**src/rtl/sb_3320_motor_ramp_control_pkg.sv**
```systemverilog
// Shared encodings for the motor ramp controller: command codes, channel FSM
// states and direction values.
package sb_3320_motor_pkg;

    typedef enum logic [2:0] {
        CMD_STOP    = 3'b000,
        CMD_FWD     = 3'b001,
        CMD_LEFT    = 3'b010,
        CMD_RIGHT   = 3'b011,
        CMD_EXTREME = 3'b100
    } cmd_e;

    typedef enum logic {
        ST_RUN  = 1'b0,
        ST_DEAD = 1'b1
    } chan_state_e;

    localparam logic DIR_FWD = 1'b0;
    localparam logic DIR_REV = 1'b1;

endpackage

```
**src/rtl/sb_3320_motor_ramp_control_if.sv**
```systemverilog
// Command and pin bundle between the motor ramp controller and its user.
interface sb_3320_motor_ramp_control_if;
    logic [2:0] turn;
    logic       enable;
    logic       left_motor;
    logic       right_motor;
    logic       gndl;
    logic       gndr;
    logic       settled;

    modport master (
        output turn, enable,
        input  left_motor, right_motor, gndl, gndr, settled
    );

    modport slave (
        input  turn, enable,
        output left_motor, right_motor, gndl, gndr, settled
    );
endinterface

```
**src/rtl/sb_3320_motor_ramp_control_channel.sv**
```systemverilog
// One motor side: magnitude ramp, reversal dead time and glitch-free PWM pin drive.
module sb_3320_motor_channel
    import sb_3320_motor_pkg::*;
#(
    parameter int PWM_W     = 8,
    parameter int RAMP_STEP = 1,
    parameter int DEAD_CYC  = 5000
) (
    input  logic             clk_50,
    input  logic             rst_n,
    input  logic             tick,
    input  logic             pwm_wrap,
    input  logic [PWM_W-1:0] pwm_cnt,
    input  logic [PWM_W-1:0] tgt_mag,
    input  logic             tgt_dir,
    output logic             motor_pin,
    output logic             gnd_pin,
    output logic             at_target
);

    localparam int               STEP_C    = (RAMP_STEP > (1 << PWM_W) - 1) ? (1 << PWM_W) - 1 : RAMP_STEP;
    localparam logic [PWM_W-1:0] STEP_V    = PWM_W'(STEP_C);
    localparam int               DW        = $clog2(DEAD_CYC + 1);
    localparam logic [DW-1:0]    DEAD_LAST = DW'(DEAD_CYC - 1);

    chan_state_e      state;
    logic [PWM_W-1:0] mag;
    logic [PWM_W-1:0] duty_q;
    logic             dir;
    logic             dir_q;
    logic [DW-1:0]    dead_cnt;

    logic             want_flip;
    logic             enter_dead;
    logic [PWM_W-1:0] mag_next;

    // A reversal first bleeds magnitude to zero; otherwise step toward target without overshoot.
    always_comb begin
        want_flip  = (tgt_mag != '0) && (tgt_dir != dir);
        enter_dead = (state == ST_RUN) && want_flip && (mag == '0);
        mag_next   = mag;
        if (want_flip) begin
            mag_next = (mag > STEP_V) ? mag - STEP_V : '0;
        end else if (mag < tgt_mag) begin
            mag_next = ((tgt_mag - mag) > STEP_V) ? mag + STEP_V : tgt_mag;
        end else if (mag > tgt_mag) begin
            mag_next = ((mag - tgt_mag) > STEP_V) ? mag - STEP_V : tgt_mag;
        end
    end

    always_comb begin
        at_target = (state == ST_RUN) && (mag == tgt_mag) &&
                    ((dir == tgt_dir) || (tgt_mag == '0));
    end

    always_ff @(posedge clk_50 or negedge rst_n) begin
        if (!rst_n) begin
            state     <= ST_RUN;
            mag       <= '0;
            dir       <= DIR_FWD;
            dead_cnt  <= '0;
            duty_q    <= '0;
            dir_q     <= DIR_FWD;
            motor_pin <= 1'b0;
            gnd_pin   <= 1'b0;
        end else begin
            case (state)
                ST_RUN: begin
                    if (enter_dead) begin
                        state    <= ST_DEAD;
                        dead_cnt <= '0;
                    end else if (tick) begin
                        mag <= mag_next;
                    end
                end
                ST_DEAD: begin
                    if (!want_flip) begin
                        state <= ST_RUN;
                    end else if (dead_cnt == DEAD_LAST) begin
                        state <= ST_RUN;
                        dir   <= ~dir;
                    end else begin
                        dead_cnt <= dead_cnt + 1'b1;
                    end
                end
                default: state <= ST_RUN;
            endcase

            // Applied duty only moves at the PWM wrap, except dead time which blanks at once.
            if (enter_dead || (state == ST_DEAD)) begin
                duty_q    <= '0;
                motor_pin <= 1'b0;
                gnd_pin   <= 1'b0;
            end else begin
                if (pwm_wrap) begin
                    duty_q <= mag;
                    dir_q  <= dir;
                end
                motor_pin <= (dir_q == DIR_FWD) && (pwm_cnt < duty_q);
                gnd_pin   <= (dir_q == DIR_REV) && (pwm_cnt < duty_q);
            end
        end
    end

endmodule

```
**src/rtl/sb_3320_motor_ramp_control.sv**
```systemverilog
// Two-side motor controller: command decode, shared ramp prescaler and PWM counter,
// and one ramping channel per side.
module sb_3320_motor_ramp_control
    import sb_3320_motor_pkg::*;
#(
    parameter int PWM_W      = 8,
    parameter int DUTY_FWD   = 83,
    parameter int DUTY_EXT_L = 84,
    parameter int DUTY_EXT_R = 77,
    parameter int RAMP_DIV   = 50000,
    parameter int RAMP_STEP  = 1,
    parameter int DEAD_CYC   = 5000
) (
    input logic                        clk_50,
    input logic                        rst_n,
    sb_3320_motor_ramp_control_if.slave bus
);

    localparam int               PW       = $clog2(RAMP_DIV + 1);
    localparam logic [PW-1:0]    PRE_LAST = PW'(RAMP_DIV - 1);
    localparam logic [PWM_W-1:0] FWD_V    = PWM_W'(DUTY_FWD);
    localparam logic [PWM_W-1:0] EXTL_V   = PWM_W'(DUTY_EXT_L);
    localparam logic [PWM_W-1:0] EXTR_V   = PWM_W'(DUTY_EXT_R);

    logic [PW-1:0]    presc;
    logic [PWM_W-1:0] pwm_cnt;
    logic             tick;
    logic             pwm_wrap;

    logic [PWM_W-1:0] tgt_l_mag, tgt_r_mag, tgt_l_mag_d, tgt_r_mag_d;
    logic             tgt_l_dir, tgt_r_dir, tgt_l_dir_d, tgt_r_dir_d;
    logic             l_motor, l_gnd, r_motor, r_gnd, l_at, r_at;
    logic             settled_q;

    assign tick     = (presc == PRE_LAST);
    assign pwm_wrap = (pwm_cnt == '1);

    // Unknown codes and a low enable both fall back to a zero target.
    always_comb begin
        tgt_l_mag_d = '0;
        tgt_r_mag_d = '0;
        tgt_l_dir_d = DIR_FWD;
        tgt_r_dir_d = DIR_FWD;
        if (bus.enable) begin
            case (bus.turn)
                CMD_FWD: begin
                    tgt_l_mag_d = FWD_V;
                    tgt_r_mag_d = FWD_V;
                end
                CMD_LEFT: begin
                    tgt_l_mag_d = FWD_V;
                    tgt_l_dir_d = DIR_REV;
                    tgt_r_mag_d = FWD_V;
                end
                CMD_RIGHT: begin
                    tgt_l_mag_d = FWD_V;
                    tgt_r_mag_d = FWD_V;
                    tgt_r_dir_d = DIR_REV;
                end
                CMD_EXTREME: begin
                    tgt_l_mag_d = EXTL_V;
                    tgt_l_dir_d = DIR_REV;
                    tgt_r_mag_d = EXTR_V;
                end
                default: ;
            endcase
        end
    end

    always_ff @(posedge clk_50 or negedge rst_n) begin
        if (!rst_n) begin
            presc     <= '0;
            pwm_cnt   <= '0;
            tgt_l_mag <= '0;
            tgt_r_mag <= '0;
            tgt_l_dir <= DIR_FWD;
            tgt_r_dir <= DIR_FWD;
            settled_q <= 1'b1;
        end else begin
            presc     <= tick ? '0 : presc + 1'b1;
            pwm_cnt   <= pwm_cnt + 1'b1;
            tgt_l_mag <= tgt_l_mag_d;
            tgt_r_mag <= tgt_r_mag_d;
            tgt_l_dir <= tgt_l_dir_d;
            tgt_r_dir <= tgt_r_dir_d;
            settled_q <= l_at && r_at;
        end
    end

    sb_3320_motor_channel #(
        .PWM_W(PWM_W), .RAMP_STEP(RAMP_STEP), .DEAD_CYC(DEAD_CYC)
    ) u_left (
        .clk_50(clk_50), .rst_n(rst_n), .tick(tick), .pwm_wrap(pwm_wrap),
        .pwm_cnt(pwm_cnt), .tgt_mag(tgt_l_mag), .tgt_dir(tgt_l_dir),
        .motor_pin(l_motor), .gnd_pin(l_gnd), .at_target(l_at)
    );

    sb_3320_motor_channel #(
        .PWM_W(PWM_W), .RAMP_STEP(RAMP_STEP), .DEAD_CYC(DEAD_CYC)
    ) u_right (
        .clk_50(clk_50), .rst_n(rst_n), .tick(tick), .pwm_wrap(pwm_wrap),
        .pwm_cnt(pwm_cnt), .tgt_mag(tgt_r_mag), .tgt_dir(tgt_r_dir),
        .motor_pin(r_motor), .gnd_pin(r_gnd), .at_target(r_at)
    );

    assign bus.left_motor  = l_motor;
    assign bus.gndl        = l_gnd;
    assign bus.right_motor = r_motor;
    assign bus.gndr        = r_gnd;
    assign bus.settled     = settled_q;

endmodule

```
**src/flat_wrapper.sv**
```systemverilog
// flat-port wrapper written by rule: the top's interface ports become plain ports
module sb_3320_motor_ramp_control_flat import sb_3320_motor_pkg::*;
#(
    parameter int PWM_W      = 8,
    parameter int DUTY_FWD   = 83,
    parameter int DUTY_EXT_L = 84,
    parameter int DUTY_EXT_R = 77,
    parameter int RAMP_DIV   = 50000,
    parameter int RAMP_STEP  = 1,
    parameter int DEAD_CYC   = 5000
)
  (clk_50, rst_n, bus_turn, bus_enable, bus_left_motor, bus_right_motor, bus_gndl, bus_gndr, bus_settled);
  sb_3320_motor_ramp_control_if bus_i ();
  input logic clk_50;
  input logic rst_n;
  input wire logic [$bits(bus_i.turn)-1:0] bus_turn;
  input wire logic [$bits(bus_i.enable)-1:0] bus_enable;
  output wire logic [$bits(bus_i.left_motor)-1:0] bus_left_motor;
  output wire logic [$bits(bus_i.right_motor)-1:0] bus_right_motor;
  output wire logic [$bits(bus_i.gndl)-1:0] bus_gndl;
  output wire logic [$bits(bus_i.gndr)-1:0] bus_gndr;
  output wire logic [$bits(bus_i.settled)-1:0] bus_settled;
  assign bus_i.turn = bus_turn;
  assign bus_i.enable = bus_enable;
  assign bus_left_motor = bus_i.left_motor;
  assign bus_right_motor = bus_i.right_motor;
  assign bus_gndl = bus_i.gndl;
  assign bus_gndr = bus_i.gndr;
  assign bus_settled = bus_i.settled;
  sb_3320_motor_ramp_control #(.PWM_W(PWM_W), .DUTY_FWD(DUTY_FWD), .DUTY_EXT_L(DUTY_EXT_L), .DUTY_EXT_R(DUTY_EXT_R), .RAMP_DIV(RAMP_DIV), .RAMP_STEP(RAMP_STEP), .DEAD_CYC(DEAD_CYC)) u_core (.clk_50(clk_50), .rst_n(rst_n), .bus(bus_i));
endmodule
```
**config.mk**
```make
export PLATFORM = sky130hd
export DESIGN_NAME = sb_3320_motor_ramp_control_flat
export DESIGN_NICKNAME = d
export VERILOG_FILES = /design/src/rtl/sb_3320_motor_ramp_control_pkg.sv /design/src/rtl/sb_3320_motor_ramp_control_if.sv /design/src/rtl/sb_3320_motor_ramp_control_channel.sv /design/src/rtl/sb_3320_motor_ramp_control.sv /design/src/flat_wrapper.sv
export SDC_FILE = /design/constraint.sdc
export NUM_CORES = 1
export LEC_CHECK = 0
export ABC_AREA = 1
export CORE_UTILIZATION = 60
export CTS_BUF_LIST = sky130_fd_sc_hd__clkbuf_8
export DETAILED_ROUTE_END_ITERATION = 10
export PLACE_DENSITY = 0.86
export SLEW_MARGIN = 20
export SYNTH_ARGS = -nofsm -noshare
export SYNTH_HDL_FRONTEND = slang
export SYNTH_SLANG_ARGS = --single-unit
```
**constraint.sdc**
```tcl
create_clock -name clk_50 -period 3.2 [get_ports clk_50]
set_clock_uncertainty 0.1 [all_clocks]
set_input_delay 0.64 -clock clk_50 [delete_from_list [all_inputs] [get_ports clk_50]]
set_output_delay 0.64 -clock clk_50 [all_outputs]
set_load 0.01 [all_outputs]
```
==> results.cfg <==
[floorplan]
die-area_mm2 = 0.01239
die_height_um = 111.3
fp-row-count = 39
core-area_mm2 = 0.01152
start_util = 0.6227
ios = 11
fp.dieW_um = 111.3

[critical_path]
crit_path_max_fanout = 10
crit_arrival_ns = 3.19
start_kind = flip-flop
timing.rr.start = u_core.tgt_l_mag[4]$_DFF_PN0_
crit_type = reg2reg
worstSetupStartpoint = u_core.tgt_l_mag[4]$_DFF_PN0_
regToRegEndpoint = u_core.u_right.mag[4]$_DFFE_PN0P_
crit_required_ns = 3.38
end_kind = flip-flop
worstRegToRegCells = 15
ff2ff_setup_slack_ns = 0.19

[power_and_ir_drop]
ir_worst_vdd_mv = 0.2615
swShare = 0.2729
p_seq_frac = 0.506
p_leak_nw = 3.798
power_frac_clock = 0.360
power.internal_w = 0.001812
netSwitchingPower_w = 0.0006802
power_density_mw_per_mm2 = 325.0
combPwrFrac = 0.134

[detailed_routing]
vias = 6734
final_antenna_net_count = 0
drtIter0Drc = 529
drc = 0
routed_wl_um = 17350
avgViaCountPerCell = 5.775
wl_per_cell_um = 14.88
dr.pass1.iters = 6

[sta]
min_period_ns = 3.013
worst_pin_slew_ns = 0.5611
max_freq_mhz = 331.9
rsz0062_at_grt = no
finalSetupViolations = 0
hold_viol_final = 0
tns_ns = 0
timing.final.crit_share = 0.9416
slew-limit-headroom = 0.6259
maxSlewViolCount = 0

[finish]
area_growth_pct = 6.945
utilization = 0.6659
final_nets = 1074
layout-drive-gt1-share = 0.06647
diodes = 0

[min_path]
worstHoldPathType = in2async

[yosys]
synth_largest_area_cell = dfrtp_1
yosys_warnings = 0
synth_seq_cells = 98
syn-num-nets = 1057
seq_area_frac_synth = 0.3422
synth_edf_count = 0
synth_area_mm2 = 0.007171
avgSynthCellArea_um2 = 7.163
synth_top_area_frac = 0.3385
netlist_instances = 1001
synthTopCellsByArea = dfrtp_1, nand2_1, nand3_1
synthDistinctLibCells = 44
async_reset_ff_frac = 1.000
synth_flop_cell = dfrtp_1

[clock_tree]
cts_buffers = 9
cts_max_level = 3
cts.sinks = 98
clock_latency_ns = 0.38
clkSlewWorstSetupHoldPaths_ns = 0.09
cts_setup_buffers = 0
cts.repair.resized = 0
hold_buffers = 0
root_buffer = clkbuf_8
clock_path_buffers = 2
tritoncts = yes

[global_route]
antenna_found_initial = 0
grt_overflow = 0
grt_usage = 0.2957
grt_pass1_vias = 6502
grt_pass1_wl_um = 29860
grt_max_degree = 40

[place]
globalplace.congestion = 0.9411
port_buffers = 10
hpwl_um = 12930

[job]
cap_violations = 0

[outcome]
status = finished clean
-- power by group through the flow --
stage | Clock [W] | Sequential (W) | Combinational (W)
floorplan | 0 | 0.00128 | 0.000228
global placement | 0 | 0.00129 | 0.000324
detailed placement | 0 | 0.00129 | 0.000330
CTS | 0.000915 | 0.00126 | 0.000331
global route | 0.000960 | 0.00126 | 0.000376
finish | 0.000898 | 0.00126 | 0.000333
-- critical path, stage by stage, from the launching register on --
cell and delay (ns):
dfrtp_1 0.61, inv_1 0.23, ha_1 0.30, fa_1 0.40
inv_1 0.08, nand2_1 0.07, nand2_1 0.08, nand2_1 0.08
nand3_1 0.09, nand2_1 0.06, nor2_1 0.20, nand2_1 0.25
nand2_1 0.12, nand3_1 0.08, nand3_1 0.10, a21oi_2 0.06
-- cell families after synthesis --
family                   Yosys count  share of synthesized area
adder cells (fa/ha/maj)           50                    0.09143
flip-flops                        98                     0.3422
buffers and inverters            155                    0.08620
AO/OA/AOI/OAI                    122                     0.1035
XOR/XNOR                          39                    0.04764
AND/OR/NAND/NOR                  536                     0.3275
multiplexers                       1                   0.001570
-- cells in the final DEF, fill, tap and decap left out, drive strengths merged --
cell type      count
a211oi             1
a21boi             3
a21oi             58
and3               1
buf               11
bufinv             2
clkbuf            10
clkdlybuf4s50      9
clkinv             6
dfrtp             97
dfstp              1
fa                 4
ha                46
inv              139
mux2               1
nand2            239
nand3            122
nand3b             2
nand4             21
nor2             107
nor3              33
nor4               8
o2111ai            1
o211ai             6
o21a               1
o21ai             31
o21bai             1
o221ai             1
o22ai             14
o31ai              5
or2                3
xnor2              3
xor2              36
-- per-stage QoR --
step	area [µm²]	worst slack, ns	power (W)	instances	hold slack, ns
after global routing	7669	0.007131	0.002599	1166	0.1402
after global placement	7448	0.3291	0.001610	1150	0.3581
final	7669	0.1870	0.002493	1166	0.1163
after detailed placement	7448	0.2458	0.001616	1150	0.3556
after floorplan	7171	0.6464	0.001511	1001	0.2444
after CTS	7669	0.2283	0.002508	1166	0.1258
-- how the worst max path moves through the flow --
| stage | end | slack [ns] | depth (start not counted) |
|---|---|---|---|
| final | u_core.u_right.mag[4]$_DFFE_PN0P_ | 0.19 | 15 |
| after global routing | u_core.u_right.mag[4]$_DFFE_PN0P_ | 0.007 | 15 |
| after CTS | u_core.u_right.mag[4]$_DFFE_PN0P_ | 0.23 | 15 |
| after detailed placement | u_core.u_right.mag[4]$_DFFE_PN0P_ | 0.25 | 15 |
| after global placement | u_core.u_right.mag[4]$_DFFE_PN0P_ | 0.33 | 15 |
| after floorplan | u_core.u_left.mag[2]$_DFFE_PN0P_ | 0.65 | 16 |
-- routing by layer --
layer | share of wire | global-route usage | vias to the layer above
met5 | 0 | 0 | -
li1 | - | - | 3315
met4 | 0.021 | 0.09820 | 0
met3 | 0.065 | 0.05905 | 45
met2 | 0.48 | 0.4929 | 247
met1 | 0.43 | 0.3865 | 3127
-- area by class of cell --
| type | count | area [µm²] |
|---|---|---|
| Fill cell | 974 | 3847 |
| Tap cell | 143 | 178.9 |
| Multi-Input combinational cell | 748 | 4099 |
| Timing Repair Buffer | 20 | 185.2 |
| Inverter | 141 | 531.8 |
| Sequential cell | 98 | 2454 |
| Clock inverter | 6 | 82.58 |
| Clock buffer | 10 | 137.6 |
-- cells in the mapped netlist (5+ instances only) --
cell,n
inv_1,125
a21oi_1,48
o211ai_1,5
nor3_1,32
xor2_1,36
nand3_1,120
nor4_1,8
nor2_2,5
a21oi_2,10
nand4_1,21
o22ai_1,14
o31ai_1,5
o21ai_0,31
buf_2,6
inv_2,12
nand2_1,234
dfrtp_1,97
nor2_1,101
ha_1,46
-- state kept, by name, summed over array words and instances, names as in the netlist, 3 cells and up --
register	cells
u_core.presc	16
u_core.pwm_cnt	8
u_core.tgt_l_mag	3
u_core.u_left.dead_cnt	13
u_core.u_left.duty_q	8
u_core.u_left.mag	8
u_core.u_right.dead_cnt	13
u_core.u_right.duty_q	8
u_core.u_right.mag	8
No activity file was read; power rests on OpenSTA's default activity.
